===== src/rtl/dip_rgb2gray_pipe.sv =====
// RGB565/RGB888 to 8-bit gray in a 4-stage pipeline, with optional binarisation and a frame pixel counter.
// Defining DIP_YCBCR_EN adds the dout_cb/dout_cr chroma outputs; the gray path is unchanged either way.
module dip_rgb2gray_pipe #(
  parameter int IN_FMT   = 0,
  parameter int COEF_SEL = 0,
  parameter int CNT_W    = 20
) (
  input  logic             pclk,
  input  logic             rst,
  input  logic             din_vld,
  input  logic [23:0]      din,
  input  logic             din_vsync,
  input  logic             din_href,
  input  logic             thresh_en,
  input  logic [7:0]       thresh,
  output logic             dout_vld,
  output logic [7:0]       dout_gray,
  output logic [15:0]      dout_rgb565,
  output logic             dout_vsync,
  output logic             dout_href,
  output logic [CNT_W-1:0] frame_pix
`ifdef DIP_YCBCR_EN
  ,
  output logic [7:0]       dout_cb,
  output logic [7:0]       dout_cr
`endif
);
  localparam int DATA_W = 8;
  localparam int COEF_W = 8;
  localparam logic [COEF_W-1:0] K_R = (COEF_SEL == 1) ? 8'd54  : 8'd77;
  localparam logic [COEF_W-1:0] K_G = (COEF_SEL == 1) ? 8'd183 : 8'd150;
  localparam logic [COEF_W-1:0] K_B = (COEF_SEL == 1) ? 8'd19  : 8'd29;

  // Rounding bias is already in the sum; the saturation branch can never fire with these coefficients.
  function automatic logic [DATA_W-1:0] round_sat(input logic [16:0] sum);
    logic [16:0] sh;
    sh = sum >> 8;
    round_sat = (sh > 17'd255) ? 8'hFF : sh[7:0];
  endfunction

  function automatic logic [DATA_W-1:0] binarise(input logic [DATA_W-1:0] y, input logic en,
                                                 input logic [DATA_W-1:0] th);
    if (en) binarise = (y >= th) ? 8'hFF : 8'h00;
    else    binarise = y;
  endfunction

  function automatic logic [15:0] pack565(input logic [DATA_W-1:0] y);
    pack565 = {y[7:3], y[7:2], y[7:3]};
  endfunction

  logic [DATA_W-1:0] r_in, g_in, b_in;

  always_comb begin
    if (IN_FMT == 1) begin
      r_in = din[23:16];
      g_in = din[15:8];
      b_in = din[7:0];
    end else begin
      r_in = {din[15:11], din[15:13]};
      g_in = {din[10:5], din[10:9]};
      b_in = {din[4:0], din[4:2]};
    end
  end

  logic                     vld_p1, vs_p1, hr_p1, te_p1;
  logic [DATA_W-1:0]        r_p1, g_p1, b_p1, th_p1;
  logic                     vld_p2, vs_p2, hr_p2, te_p2;
  logic [DATA_W-1:0]        th_p2;
  logic [2*DATA_W-1:0]      pr_p2, pg_p2, pb_p2;
  logic                     vld_p3, vs_p3, hr_p3, te_p3;
  logic [DATA_W-1:0]        th_p3;
  logic [2*DATA_W:0]        sum_p3;
  logic [DATA_W-1:0]        y_p3;

  assign y_p3 = binarise(round_sat(sum_p3), te_p3, th_p3);

  always_ff @(posedge pclk) begin
    if (rst) begin
      {vld_p1, vs_p1, hr_p1, te_p1} <= '0;
      {vld_p2, vs_p2, hr_p2, te_p2} <= '0;
      {vld_p3, vs_p3, hr_p3, te_p3} <= '0;
      {dout_vld, dout_vsync, dout_href} <= '0;
      r_p1 <= '0; g_p1 <= '0; b_p1 <= '0; th_p1 <= '0;
      pr_p2 <= '0; pg_p2 <= '0; pb_p2 <= '0; th_p2 <= '0;
      sum_p3 <= '0; th_p3 <= '0;
      dout_gray <= '0; dout_rgb565 <= '0;
    end else begin
      // S1: capture pixel and its threshold settings
      {vld_p1, vs_p1, hr_p1} <= {din_vld, din_vsync, din_href};
      if (din_vld) begin
        r_p1 <= r_in; g_p1 <= g_in; b_p1 <= b_in;
        te_p1 <= thresh_en; th_p1 <= thresh;
      end
      // S2: weighted channels
      {vld_p2, vs_p2, hr_p2} <= {vld_p1, vs_p1, hr_p1};
      if (vld_p1) begin
        pr_p2 <= 16'(r_p1) * 16'(K_R);
        pg_p2 <= 16'(g_p1) * 16'(K_G);
        pb_p2 <= 16'(b_p1) * 16'(K_B);
        te_p2 <= te_p1; th_p2 <= th_p1;
      end
      // S3: sum with rounding bias
      {vld_p3, vs_p3, hr_p3} <= {vld_p2, vs_p2, hr_p2};
      if (vld_p2) begin
        sum_p3 <= 17'(pr_p2) + 17'(pg_p2) + 17'(pb_p2) + 17'd128;
        te_p3 <= te_p2; th_p3 <= th_p2;
      end
      // S4: luma / binary output, held across bubbles
      {dout_vld, dout_vsync, dout_href} <= {vld_p3, vs_p3, hr_p3};
      if (vld_p3) begin
        dout_gray   <= y_p3;
        dout_rgb565 <= pack565(y_p3);
      end
    end
  end

  logic             vs_q;
  logic [CNT_W-1:0] cnt;

  // A pixel arriving with the vsync rising edge is the first pixel of the new frame.
  always_ff @(posedge pclk) begin
    if (rst) begin
      vs_q <= 1'b0;
      cnt <= '0;
      frame_pix <= '0;
    end else begin
      vs_q <= din_vsync;
      if (din_vsync && !vs_q) begin
        frame_pix <= cnt;
        cnt <= din_vld ? CNT_W'(1) : '0;
      end else if (din_vld && cnt != {CNT_W{1'b1}}) begin
        cnt <= cnt + CNT_W'(1);
      end
    end
  end

`ifdef DIP_YCBCR_EN
  localparam logic signed [8:0] CB_R = (COEF_SEL == 1) ? -9'sd29  : -9'sd43;
  localparam logic signed [8:0] CB_G = (COEF_SEL == 1) ? -9'sd99  : -9'sd85;
  localparam logic signed [8:0] CB_B = 9'sd128;
  localparam logic signed [8:0] CR_R = 9'sd128;
  localparam logic signed [8:0] CR_G = (COEF_SEL == 1) ? -9'sd116 : -9'sd107;
  localparam logic signed [8:0] CR_B = (COEF_SEL == 1) ? -9'sd12  : -9'sd21;

  function automatic logic [DATA_W-1:0] clamp_u8(input logic signed [18:0] sum);
    logic signed [18:0] t;
    t = (sum >>> 8) + 19'sd128;
    if (t < 19'sd0)        clamp_u8 = 8'h00;
    else if (t > 19'sd255) clamp_u8 = 8'hFF;
    else                   clamp_u8 = t[7:0];
  endfunction

  logic signed [17:0] cbr_p2, cbg_p2, cbb_p2, crr_p2, crg_p2, crb_p2;
  logic signed [18:0] cb_p3, cr_p3;

  always_ff @(posedge pclk) begin
    if (rst) begin
      cbr_p2 <= '0; cbg_p2 <= '0; cbb_p2 <= '0;
      crr_p2 <= '0; crg_p2 <= '0; crb_p2 <= '0;
      cb_p3 <= '0; cr_p3 <= '0;
      dout_cb <= '0; dout_cr <= '0;
    end else begin
      // S2: signed chroma products
      if (vld_p1) begin
        cbr_p2 <= 18'($signed({1'b0, r_p1})) * 18'(CB_R);
        cbg_p2 <= 18'($signed({1'b0, g_p1})) * 18'(CB_G);
        cbb_p2 <= 18'($signed({1'b0, b_p1})) * 18'(CB_B);
        crr_p2 <= 18'($signed({1'b0, r_p1})) * 18'(CR_R);
        crg_p2 <= 18'($signed({1'b0, g_p1})) * 18'(CR_G);
        crb_p2 <= 18'($signed({1'b0, b_p1})) * 18'(CR_B);
      end
      // S3: chroma sums with rounding bias
      if (vld_p2) begin
        cb_p3 <= 19'(cbr_p2) + 19'(cbg_p2) + 19'(cbb_p2) + 19'sd128;
        cr_p3 <= 19'(crr_p2) + 19'(crg_p2) + 19'(crb_p2) + 19'sd128;
      end
      // S4: offset and clamp
      if (vld_p3) begin
        dout_cb <= clamp_u8(cb_p3);
        dout_cr <= clamp_u8(cr_p3);
      end
    end
  end
`endif

endmodule

===== config.mk =====
export PLATFORM = sky130hd
export DESIGN_NAME = dip_rgb2gray_pipe
export DESIGN_NICKNAME = d
export VERILOG_FILES = /design/src/rtl/dip_rgb2gray_pipe.sv
export SDC_FILE = /design/constraint.sdc
export NUM_CORES = 1
export LEC_CHECK = 0
export ABC_AREA = 1
export BUFFER_PORTS_ARGS = -buffer_cell sky130_fd_sc_hd__buf_2
export CAP_MARGIN = 10
export CORE_UTILIZATION = 40
export DETAILED_ROUTE_END_ITERATION = 7
export PLACE_DENSITY = 0.6
export SYNTH_ARGS = -nofsm -noshare
export SYNTH_HDL_FRONTEND = slang
export SYNTH_SLANG_ARGS = --single-unit

===== constraint.sdc =====
create_clock -name pclk -period 3.45 [get_ports pclk]
set_input_delay 0.345 -clock pclk [delete_from_list [all_inputs] [get_ports pclk]]
set_output_delay 0.345 -clock pclk [all_outputs]
set_load 0.01 [all_outputs]

## Word-level counts from Yosys, hierarchy flattened

Cells that the tools add are included.

| operators by class | value |
|---|---|
| add/subtract/negate cells | 4 |
| multiply operators | 3 |
| order comparisons | 2 |
| eq/ne operators | 1 |
| multiplexer cells | 6 |
| reduce and logical (&&, ||, !) cells | 4 |

Operators by type and width:

| operator | number |
|---|---|
| 2-to-1 mux 20 bit | 2 |
| multiplier 8 x 7 -> 15 bit (second input constant) | 2 |
| 2-to-1 mux 8 bit | 3 |
| adder 20 x 1 -> 20 bit (second input constant) | 1 |
| inequality test 20 bit (second input constant) | 1 |
| adder 15 x 16 -> 17 bit | 1 |
| adder 17 x 13 -> 17 bit | 1 |
| adder 17 x 8 -> 17 bit (second input constant) | 1 |
| multiplier 8 x 5 -> 13 bit (second input constant) | 1 |
| > comparator 9 x 8 -> 1 bit (second input constant) | 1 |
| greater-or-equal comparator 8 bit | 1 |
| logical AND 1 bit | 2 |
| nonzero test 2 bit | 1 |
| logical NOT 1 bit | 1 |
| 2-to-1 mux 1 bit | 1 |

| word-level totals | value |
|---|---|
| bits in registers | 187 |
| bits of input ports | 38 |
| output and inout port bits | 47 |
| logic and storage cells | 49 |

## Longest topological paths before layout

| depth | value |
|---|---|
| word-level depth | 5 |
| gate-level depth with buffers | 17 |
| depth with buffers taken out | 17 |

## Least setup slack after synthesis

No wires, ideal clock.

| timing path | value |
|---|---|
| kind | reg2reg |
| from | reg r_p1[5] |
| to | reg pr_p2[12] |
| arrival time | 3.084 ns |
| required time | 3.341 ns |
| setup slack | 0.257 ns |
| cell stages (with the launch flop) | 15 |
| period minus slack after synthesis | 3.193 ns |
| cell sequence | dfxtp_1 > ha_1 > ha_1 > inv_1 > fa_1 > inv_1 > fa_1 > ha_1 > a21o_1 > o21ai_0 > nand3_1 > nand2_1 > nand3_1 > nand2_1 > inv_1 |

| between the ends | value |
|---|---|
| word-level cells in the longest chain between the ends | 1 |

Ends and longest elaborated chain:

| element | line | RTL |
|---|---|---|
| start: declaration | 66 | `logic [DATA_W-1:0] r_p1, g_p1, b_p1, th_p1;` |
| start signal: assignment | 91 | `r_p1 <= r_in; g_p1 <= g_in; b_p1 <= b_in;` |
| multiplier 8 x 7 -> 15 bit | 97 | `pr_p2 <= 16'(r_p1) * 16'(K_R);` |
| end signal: assignment | 97 |  |
| end: declaration | 69 | `logic [2*DATA_W-1:0] pr_p2, pg_p2, pb_p2;` |

Every way passes these cells.
A chain may end at the register's enable or synchronous reset.

## Worst setup path in the final report

| timing path | value |
|---|---|
| from | reg r_p1[5] |
| to | reg pr_p2[10] |

The elaborated chain is that of the path after synthesis.

==> reports/metrics.yaml <==
outcome:
  status: "finished clean"
detailed_routing:
  drc: 0
  routed_wl_mm: 24.2
  firstDrtPassIters: 8
  antenna_left: 0
  wl_per_cell_um: 13.3
  drtIter0Drc: 423
  vias: 8900
  via_per_inst: 4.92
hold_path:
  min_path_type: "in2reg"
yosys:
  syn_nets: 1618
  yosys.area.top_type: "dfxtp_1"
  yosysWarnings: 0
  yosysSeqAreaShare: 0.297
  synth.distinct_cells: 39
  synth.top_cell.area_share: 0.297
  synth_cells: 1409
  synth_area_leaders: "dfxtp_1 (30%), ha_1 (16%), inv_1 (7.8%)"
  syn-mean-instance-area_um2: 7.41
  netlist_area_um2: 10400
  ys_ff_latch: 155
floorplan:
  die_area_um2: 26700
  num_io_pins: 85
  core.rowCount: 58
  start_util: 0.411
  core_um2: 25400
  die_h_um: 164
  fp.dieW_um: 164
global_route:
  grt_pass1_vias: 8585
  antenna_found_initial: 0
  gr-total-overflow: 0
  grt_max_degree: 57
  grt_usage: 0.192
  grt_pass1_wl_mm: 41.3
placed_design:
  gp_congestion: 0.854
  numPortBuffers: 76
  dpl_cell_area_um2: 11100
  dp_hpwl_mm: 18.4
clock_tree:
  cts_resized: 0
  clock_path_buffers: 2
  cts-hold-fix-buffers: 0
  insertion_delay_ps: 420
  cts_tree: "built"
  numCtsBuffers: 17
  htree_levels: 4
  cts.clk_slew.worst_paths_ps: 70
  cts_sinks: 155
  root_buffer: "clkbuf_16"
  postCtsSetupBuffers: 0
critical_path:
  cp_top_family: "adder cells"
  arrival_ps: 3580
  cpMaxStageDelayCell: "fa_1"
  critPathKind: "reg2reg"
  worstPathRequired_ps: 3760
  cpPeakStageDelay_ps: 520
  start_kind: "flop"
  cp_max_fo: 4
  end_kind: "flop"
  path_buf_inv: 3
  path_cells: "ha_1, ha_1, inv_1, fa_1, inv_1, fa_1, ha_1, a21o_1, a21oi_1, nand2_1, nand2_1, nand3_1, o211ai_1, inv_1"
timing:
  clock_skew_ps: 12.9
  period_share: 0.948
  rsz0062_at_grt: "false"
  worst_slew_pin_slew_ps: 756
  period_minus_slack_ps: 3270
  hold_viol: 0
  setup_viol: 0
  slew_headroom: 0.495
  max_freq_mhz: 306
  setup_tns_ps: 0
  drv_slew: 0
pwr:
  power_density_nw_per_um2: 469
  irDropWorstVdd_uv: 245
  p_leak_nw: 6.07
final_layout:
  drive_above_1_share: 0.111
  antenna_cells: 0
  stdcell_area_um2: 11800
  syn_to_final_growth_pct: 12.6
  fin_nets: 1676
job:
  drv_cap: 0
synth_stat cells:
cell / instances
xor2_1: 21
a21oi_2: 9
ha_1: 134
buf_6: 1
and2_1: 3
o21ai_1: 2
and3_1: 2
clkinv_4: 1
nand2_2: 9
or2_2: 3
nor3_1: 5
inv_1: 218
xnor2_1: 3
buf_1: 6
nand4_1: 18
nand3b_1: 1
fa_1: 37
a21boi_0: 4
buf_4: 16
o211ai_1: 1
nand3_1: 67
clkinv_1: 3
buf_2: 1
a21oi_1: 116
inv_2: 2
nor2_2: 2
nor2_4: 2
a31oi_1: 2
clkbuf_1: 32
o21ai_0: 125
nand2_1: 194
buf_12: 1
dfxtp_1: 155
a21o_1: 3
nor2_1: 198
nor3_2: 1
nand2_4: 2
o21bai_1: 7
a211oi_1: 2
worst paths after layout:
path	from	end	slack, ps	cells after the start
max	r_p1[5]$_SDFFE_PP0P_	pr_p2[10]$_SDFFE_PP0P_	180	14
min reg2reg	hr_p3$_SDFF_PP0_	dout_href$_SDFF_PP0_	400	2
min	din_href	hr_p1$_SDFF_PP0_	130	3
max reg2reg	r_p1[5]$_SDFFE_PP0P_	pr_p2[10]$_SDFFE_PP0P_	180	14
metal layers:
metal | wire length (um) | track usage | share of wire
met5 | 0 | 0 | 0
met4 | 318 | 0.0484 | 0.013
met3 | 723 | 0.0315 | 0.030
met2 | 10700 | 0.307 | 0.44
met1 | 12400 | 0.267 | 0.51
cell usage in the layout, fill, tap and decap left out, drive strengths merged:
master,Yosys,final
nand3,67,67
o21ai,127,127
inv,220,228
nor3,6,6
bufinv,0,4
nand2,205,205
nand4,18,18
clkinv,4,5
or2,3,3
clkbuf,32,18
a211oi,2,2
a21boi,4,4
clkinvlp,0,1
ha,134,134
fa,37,37
nor2,202,202
buf,25,96
dfxtp,155,155
o211ai,1,1
a31oi,2,2
a21o,3,3
o21bai,7,7
xnor2,3,3
a21oi,125,125
nand3b,1,1
and2,3,3
xor2,21,21
and3,2,2
tightest hold or removal path, stage by stage:
cell    delay (ps)
buf_2          100
inv_1           40
nor2_1          30
flip-flops by register name, summed over array words and instances (netlist names), 6 cells and up:
| signal | cells |
|---|---|
| pb_p2 | 13 |
| th_p1 | 8 |
| dout_gray | 7 |
| pr_p2 | 15 |
| g_p1 | 6 |
| frame_pix | 20 |
| th_p2 | 8 |
| cnt | 20 |
| sum_p3 | 9 |
| th_p3 | 8 |
| pg_p2 | 15 |
cell type report:
cell class / instances / area [um2]
repair buffers: 96 / 531
fillers: 2599 / 13600
flip-flops and latches: 155 / 3100
clock buffers: 18 / 439
clock inverters: 14 / 221
inverters: 224 / 846
well taps: 330 / 413
multi-input cells: 973 / 6200
power breakdown:
part | switching [mW] | internal (mW)
Sequential | 0.0661 | 1.89
Clock | 0.853 | 1.27
Combinational | 0.901 | 0.532
Total | 1.82 | 3.69
cells by family after synthesis:
family,count (synthesis),synth area share
AOI/OAI and AO/OA,271,0.138
and+or+nand+nor,507,0.204
buffers and inverters,281,0.110
adders and majority gates,171,0.232
xor gates and xnor gates,24,0.0201
DFF,155,0.297
stage by stage:
step	hold slack [ps]	instances	setup slack [ps]	power (mW)	utilization
after floorplan	388	1409	257	3.05	-
after global placement	389	1778	174	3.39	0.436
after detailed placement	393	1778	156	3.42	0.436
after CTS	122	1810	121	5.55	0.462
after global routing	127	1810	0.967	5.89	0.463
final	132	1810	179	5.51	0.463
Note: power is estimated with default switching activity, not from simulation.
